$ cat src/rtl/uart_sched.sv
// uart_sched: owns the UART register interface. Shares the TX path between
// two byte-stream requesters (0 = CPU console, 1 = debug monitor) with
// round-robin arbitration and packet locking, and drains received bytes to a
// single RX stream. Issues single-cycle read/write strobes and checks the
// registered ack. All outputs are registered.
//
// Ports:
//   clk, reset_n              clock, synchronous active-low reset
//   tx_valid/data/last[0,1]   requester byte streams, held until tx_ready
//   tx_ready0, tx_ready1      byte consumed (or dropped), 1-cycle pulse
//   rx_data, rx_valid         received byte, 1-cycle valid pulse
//   tx_err                    byte dropped after RETRY_MAX un-acked strobes
//   grant                     one-hot current TX owner, 00 = none
//   u_addr, u_data_write      UART address / write data (byte in [15:8])
//   u_uds, u_lds, u_rw        UART strobes (u_lds tied 0), 1 = read
//   u_ack, u_data_read        UART registered ack / read data (byte in [15:8])
//   u_tx_active, u_rx_avail   UART transmitter busy / rx byte pending
module uart_sched #(
  parameter logic [7:0] UART_ADDR = 8'h00,
  parameter int         RETRY_MAX = 4
) (
  input  logic        clk,
  input  logic        reset_n,
  input  logic        tx_valid0,
  input  logic [7:0]  tx_data0,
  input  logic        tx_last0,
  output logic        tx_ready0,
  input  logic        tx_valid1,
  input  logic [7:0]  tx_data1,
  input  logic        tx_last1,
  output logic        tx_ready1,
  output logic [7:0]  rx_data,
  output logic        rx_valid,
  output logic        tx_err,
  output logic [1:0]  grant,
  output logic [7:0]  u_addr,
  output logic [15:0] u_data_write,
  output logic        u_uds,
  output logic        u_lds,
  output logic        u_rw,
  input  logic        u_ack,
  input  logic [15:0] u_data_read,
  input  logic        u_tx_active,
  input  logic        u_rx_avail
);

  typedef enum logic [2:0] {IDLE, RD_STB, RD_ACK, WR_STB, WR_ACK} state_t;

  // Retry counter only needs to hold 0..RETRY_MAX-1; the last failed strobe
  // drops the byte instead of incrementing.
  localparam int            CW         = (RETRY_MAX < 2) ? 1 : $clog2(RETRY_MAX);
  localparam logic [CW-1:0] RETRY_LAST = CW'(RETRY_MAX - 1);

  state_t        state, next_state;
  logic [CW-1:0] retry_cnt;
  logic          rr_ptr;
  logic          cand0, cand1;
  logic [1:0]    sel;
  logic [7:0]    sel_data;
  logic          owner_last;
  logic          wr_done;

  // Candidate selection and next-state logic.
  // A requester whose tx_ready pulse is currently out still shows its old
  // byte this cycle, so it is masked to avoid resending a consumed byte.
  always_comb begin
    cand0      = tx_valid0 && !tx_ready0;
    cand1      = tx_valid1 && !tx_ready1;
    sel        = 2'b00;
    next_state = state;

    // A locked owner is the only candidate, even if it has paused mid-packet.
    case (grant)
      2'b01: sel = {1'b0, cand0};
      2'b10: sel = {cand1, 1'b0};
      2'b00: begin
        if (!rr_ptr) sel = cand0 ? 2'b01 : (cand1 ? 2'b10 : 2'b00);
        else         sel = cand1 ? 2'b10 : (cand0 ? 2'b01 : 2'b00);
      end
      default: sel = 2'b00;
    endcase

    sel_data   = sel[1] ? tx_data1 : tx_data0;
    owner_last = grant[1] ? tx_last1 : tx_last0;
    wr_done    = u_ack || (retry_cnt == RETRY_LAST);

    // RX is checked first so a pending received byte is never overrun.
    case (state)
      IDLE: begin
        if (u_rx_avail)                        next_state = RD_STB;
        else if (!u_tx_active && sel != 2'b00) next_state = WR_STB;
      end
      RD_STB:  next_state = RD_ACK;
      RD_ACK:  next_state = IDLE;
      WR_STB:  next_state = WR_ACK;
      WR_ACK:  next_state = IDLE;
      default: next_state = IDLE;
    endcase
  end

  // State register.
  always_ff @(posedge clk) begin
    if (!reset_n) state <= IDLE;
    else          state <= next_state;
  end

  // Registered outputs, arbitration state and retry bookkeeping.
  // Strobes are derived from next_state so u_uds is high exactly during the
  // RD_STB/WR_STB cycle; both are only entered from IDLE, so never back-to-back.
  always_ff @(posedge clk) begin
    if (!reset_n) begin
      grant        <= 2'b00;
      rr_ptr       <= 1'b0;
      retry_cnt    <= '0;
      tx_ready0    <= 1'b0;
      tx_ready1    <= 1'b0;
      rx_valid     <= 1'b0;
      rx_data      <= 8'h00;
      tx_err       <= 1'b0;
      u_addr       <= UART_ADDR;
      u_data_write <= 16'h0000;
      u_uds        <= 1'b0;
      u_lds        <= 1'b0;
      u_rw         <= 1'b1;
    end else begin
      tx_ready0 <= 1'b0;
      tx_ready1 <= 1'b0;
      rx_valid  <= 1'b0;
      tx_err    <= 1'b0;
      u_addr    <= UART_ADDR;
      u_lds     <= 1'b0;
      u_uds     <= (next_state == RD_STB) || (next_state == WR_STB);
      u_rw      <= (next_state != WR_STB);

      if (state == IDLE && next_state == WR_STB) begin
        grant        <= sel;
        u_data_write <= {sel_data, 8'h00};
      end

      if (state == RD_ACK && u_ack) begin
        rx_data  <= u_data_read[15:8];
        rx_valid <= 1'b1;
      end

      // A drop completes the byte exactly like an ack, plus tx_err.
      if (state == WR_ACK) begin
        if (wr_done) begin
          tx_ready0 <= grant[0];
          tx_ready1 <= grant[1];
          tx_err    <= !u_ack;
          retry_cnt <= '0;
          if (owner_last) begin
            grant  <= 2'b00;
            rr_ptr <= grant[0];
          end
        end else begin
          retry_cnt <= retry_cnt + 1'b1;
        end
      end
    end
  end

endmodule
$ cat config.mk
export PLATFORM = sky130hd
export DESIGN_NAME = uart_sched
export DESIGN_NICKNAME = d
export VERILOG_FILES = /design/src/rtl/uart_sched.sv
export SDC_FILE = /design/constraint.sdc
export NUM_CORES = 1
export LEC_CHECK = 0
export CAP_MARGIN = 20
export CORE_MARGIN = 2
export CORE_UTILIZATION = 33
export CTS_CLUSTER_SIZE = 20
export DETAILED_ROUTE_END_ITERATION = 12
export PLACE_DENSITY = 0.75
export SYNTH_ARGS = -nofsm -noshare
export SYNTH_HDL_FRONTEND = slang
export SYNTH_SLANG_ARGS = --single-unit
export TNS_END_PERCENT = 5
$ cat constraint.sdc
create_clock -name clk -period 1.8 [get_ports clk]
set_input_delay 0.45 -clock clk [delete_from_list [all_inputs] [get_ports clk]]
set_output_delay 0.45 -clock clk [all_outputs]
set_load 0.01 [all_outputs]
==> metrics <==
RSZ-0062 raised after global routing no; maxcap violations 0; Hold Violations, Final 0; register area share after synthesis 0.4372; final worst-path cycle share 0.9648; Largest stage delay, worst path roughly 0.52 ns; H-tree Lvls 2; Post-Syn Area around 1400 um^2; TritonCTS clock tree yes; fin. max-slew vios 0; largest net degree at the start of global routing 24; Critical Path RT 1.97 ns; Crit path arrival time approximately 1.9 ns; WP depth 7; Rows 23; slowest CP cell or4_4; f_max about 0.58 GHz; DRT Wirelength around 2.9 mm; top_reg_cell synth dfxtp_1; CP max FO 5; power per cell area 709.1 nW/um^2; maximum clock insertion buffer count 2; first-pass GRT wire length 4.843 mm; Layout Nets ~250; final non-filler cell total approximately 260; share of cells above drive strength 1 0.1610; Mapped Cells roughly 130; n_diodes 0; Critical Path Source u_tx_active; ys async rst share 0; vias per cell 4.435; min cycle time layout about 1.7 ns; Final setup violation count 0; reg2reg start state[0]; routed vias between 1000 and 1500; CP Capture Type flop; leakage slightly below 0.9 nW; routed len/inst 11.45 um; Top Family by Delay on Critical Path simple AND/OR/NAND/NOR gates; cts bufs inserted 5; DR iter-0 viols 20; Die H slightly below 70 um; Reg-to-Reg End grant[0]; CP endpoint grant[0]; cts hold-fix bufs 0; Die X 68.52 um; crit path kind in -> reg; Distinct cells, synth 32; DP Cell Count 244; IO Port Bufs 56; root buffer cell clkbuf_8; crit-path cells dlygate4sd2_1 -> or4_4 -> a211oi_4 -> buf_6 -> buf_12 -> mux2i_1 -> nor2_1; list of most frequent post-synthesis cells 30 x dfxtp_1, 20 x mux2i_1, 17 x buf_4; Hold/Removal Path Class reg -> reg; global router's overall resource usage 0.1437; die area 4695 um^2; reg2reg path depth 6; area delta synth->final 58.01%; Seq cells post-synth 30; drt first pass iters 4; gp weighted congestion approximately 0.75; Setup crit start kind input pin; post-synth top area share 0.4372; number of global-route vias before repair between 1000 and 1500; clk slew on worst S/H paths ~0.06 ns; GRT overflow 0; clk sinks 30; setup_tns 0 ns; Avg Cell Area, Syn 10.25 um^2; # IOs ~80; post-route ant nets 0; final setup skew roughly 0.0046 ns; total core area 4000 um^2; Cell Area, Placed a little under 2000 um^2; number of synthesized flops with an enable pin 0; VDD IR max roughly 0.00044 V; post-synth top area cell dfxtp_1; top post-synthesis cells by area dfxtp_1 44%, mux2i_1 15%, buf_4 9.3%; status finished clean; drt drc 0; Clk Latency, worst-skew pair approximately 0.28 ns; most numerous cell in the Yosys netlist dfxtp_1; post-route cell area around 2200 um^2; initial core utilization 0.3434; Buf/Inv on CP 3; yosys warns 0; reg-to-reg slack, setup around 0.16 ns; initial antenna violation count 0; dpl hpwl ~2.1 mm
==> layer usage <==
metal	vias to the layer above	GRT usage	routed length, um
li1	571	-	-
met1	508	0.1660	1217
met2	45	0.2212	1352
met3	7	0.07143	296
met4	0	0.06750	52
met5	-	0	0
==> what timing repair did <==
item,CTS,global route
endpoints found under the setup margin,12,1
buffers inserted,3,0
pin swaps,3,0
cloned,2,0
resized for setup,11,1
==> worst min-delay path, delay by kind of cell, from the launching register on <==
kind	cells	cell delay, ns
flip-flops	1	0.32
AND/OR/NAND/NOR	1	0.08
multiplexers	1	0.07
==> where the power goes <==
group          internal [W]  switching [W]
logic              0.000192       0.000122
clock network      0.000294       0.000221
registers          0.000694      0.0000160
==> kinds of logic after synthesis <==
kind of cell | Yosys count | synth area share
adders and majority gates | 1 | 0.009106
muxes | 21 | 0.1539
other | 1 | 0.002730
xor gates and xnor gates | 1 | 0.006376
AOI/OAI and AO/OA | 25 | 0.1275
buffers and inverters | 23 | 0.1202
DFF | 30 | 0.4372
and+or+nand+nor | 32 | 0.1430
==> sequential cells by signal (all words and copies together), names as in the netlist <==
| register | cells |
|---|---|
| u_data_write | 8 |
| tx_err | 1 |
| u_uds | 1 |
| state | 3 |
| rx_data | 8 |
| retry_cnt | 2 |
| grant | 2 |
| rx_valid | 1 |
| rr_ptr | 1 |
| tx_ready1 | 1 |
| tx_ready0 | 1 |
| u_rw | 1 |
==> through the flow <==
step                        util  total power (W)  hold slack, ns  setup WS, ns
final                     0.5427         0.001539          0.5031       0.06339
after global routing      0.5427         0.001634          0.5437      0.002471
after global placement    0.4967         0.001006          0.4824       -0.4096
after CTS                 0.5421         0.001568          0.5087       0.03083
after floorplan                -        0.0008803          0.4646       0.06281
after detailed placement  0.4967         0.001008          0.4948       -0.4708
==> layout by cell type (no fill, tap or decap), drive strengths merged <==
cell type      netlist  routed
o211ai               1       1
ha                   1       1
nand2                2       2
nand2b               1       1
clkdlybuf4s50        0      51
or4                  1       1
dlygate4sd2          0       4
buf                 21      16
conb                 1      17
and3                 3       3
and4bb               1       1
dlymetal6s2s         0       1
mux2i               20      20
o21a                 2       2
o211a                2       2
or3b                 2       2
xnor2                1       1
a211oi               2       2
o21ai                8       8
nor2b               10      10
nand3                1       1
dfxtp               30      30
clkbuf               2       6
a21oi               10      10
mux2                 1       1
nor3b                3       3
nor2                 7       7
and2                 1       1
==> how the worst min path moves through the flow <==
stage	startpoint	to	slack, ns	cells past startpoint
2_1_floorplan	retry_cnt[1]	retry_cnt[1]	0.46	2
3_3_place_gp	retry_cnt[1]	retry_cnt[1]	0.48	2
3_5_place_dp	retry_cnt[1]	retry_cnt[1]	0.49	2
4_1_cts	retry_cnt[1]	retry_cnt[1]	0.51	2
5_1_grt	rx_data[2]	rx_data[2]	0.54	2
6_report	retry_cnt[1]	retry_cnt[1]	0.50	2
==> layout make-up <==
| type | instances | area (um^2) |
|---|---|---|
| tap | 50 | 62.56 |
| clock buffer | 6 | 82.58 |
| fill | 360 | 1829 |
| multi-input combinational | 97 | 674.4 |
| sequential | 30 | 600.6 |
| timing repair buffer | 72 | 750.7 |
(Power assumes the default switching activity.)
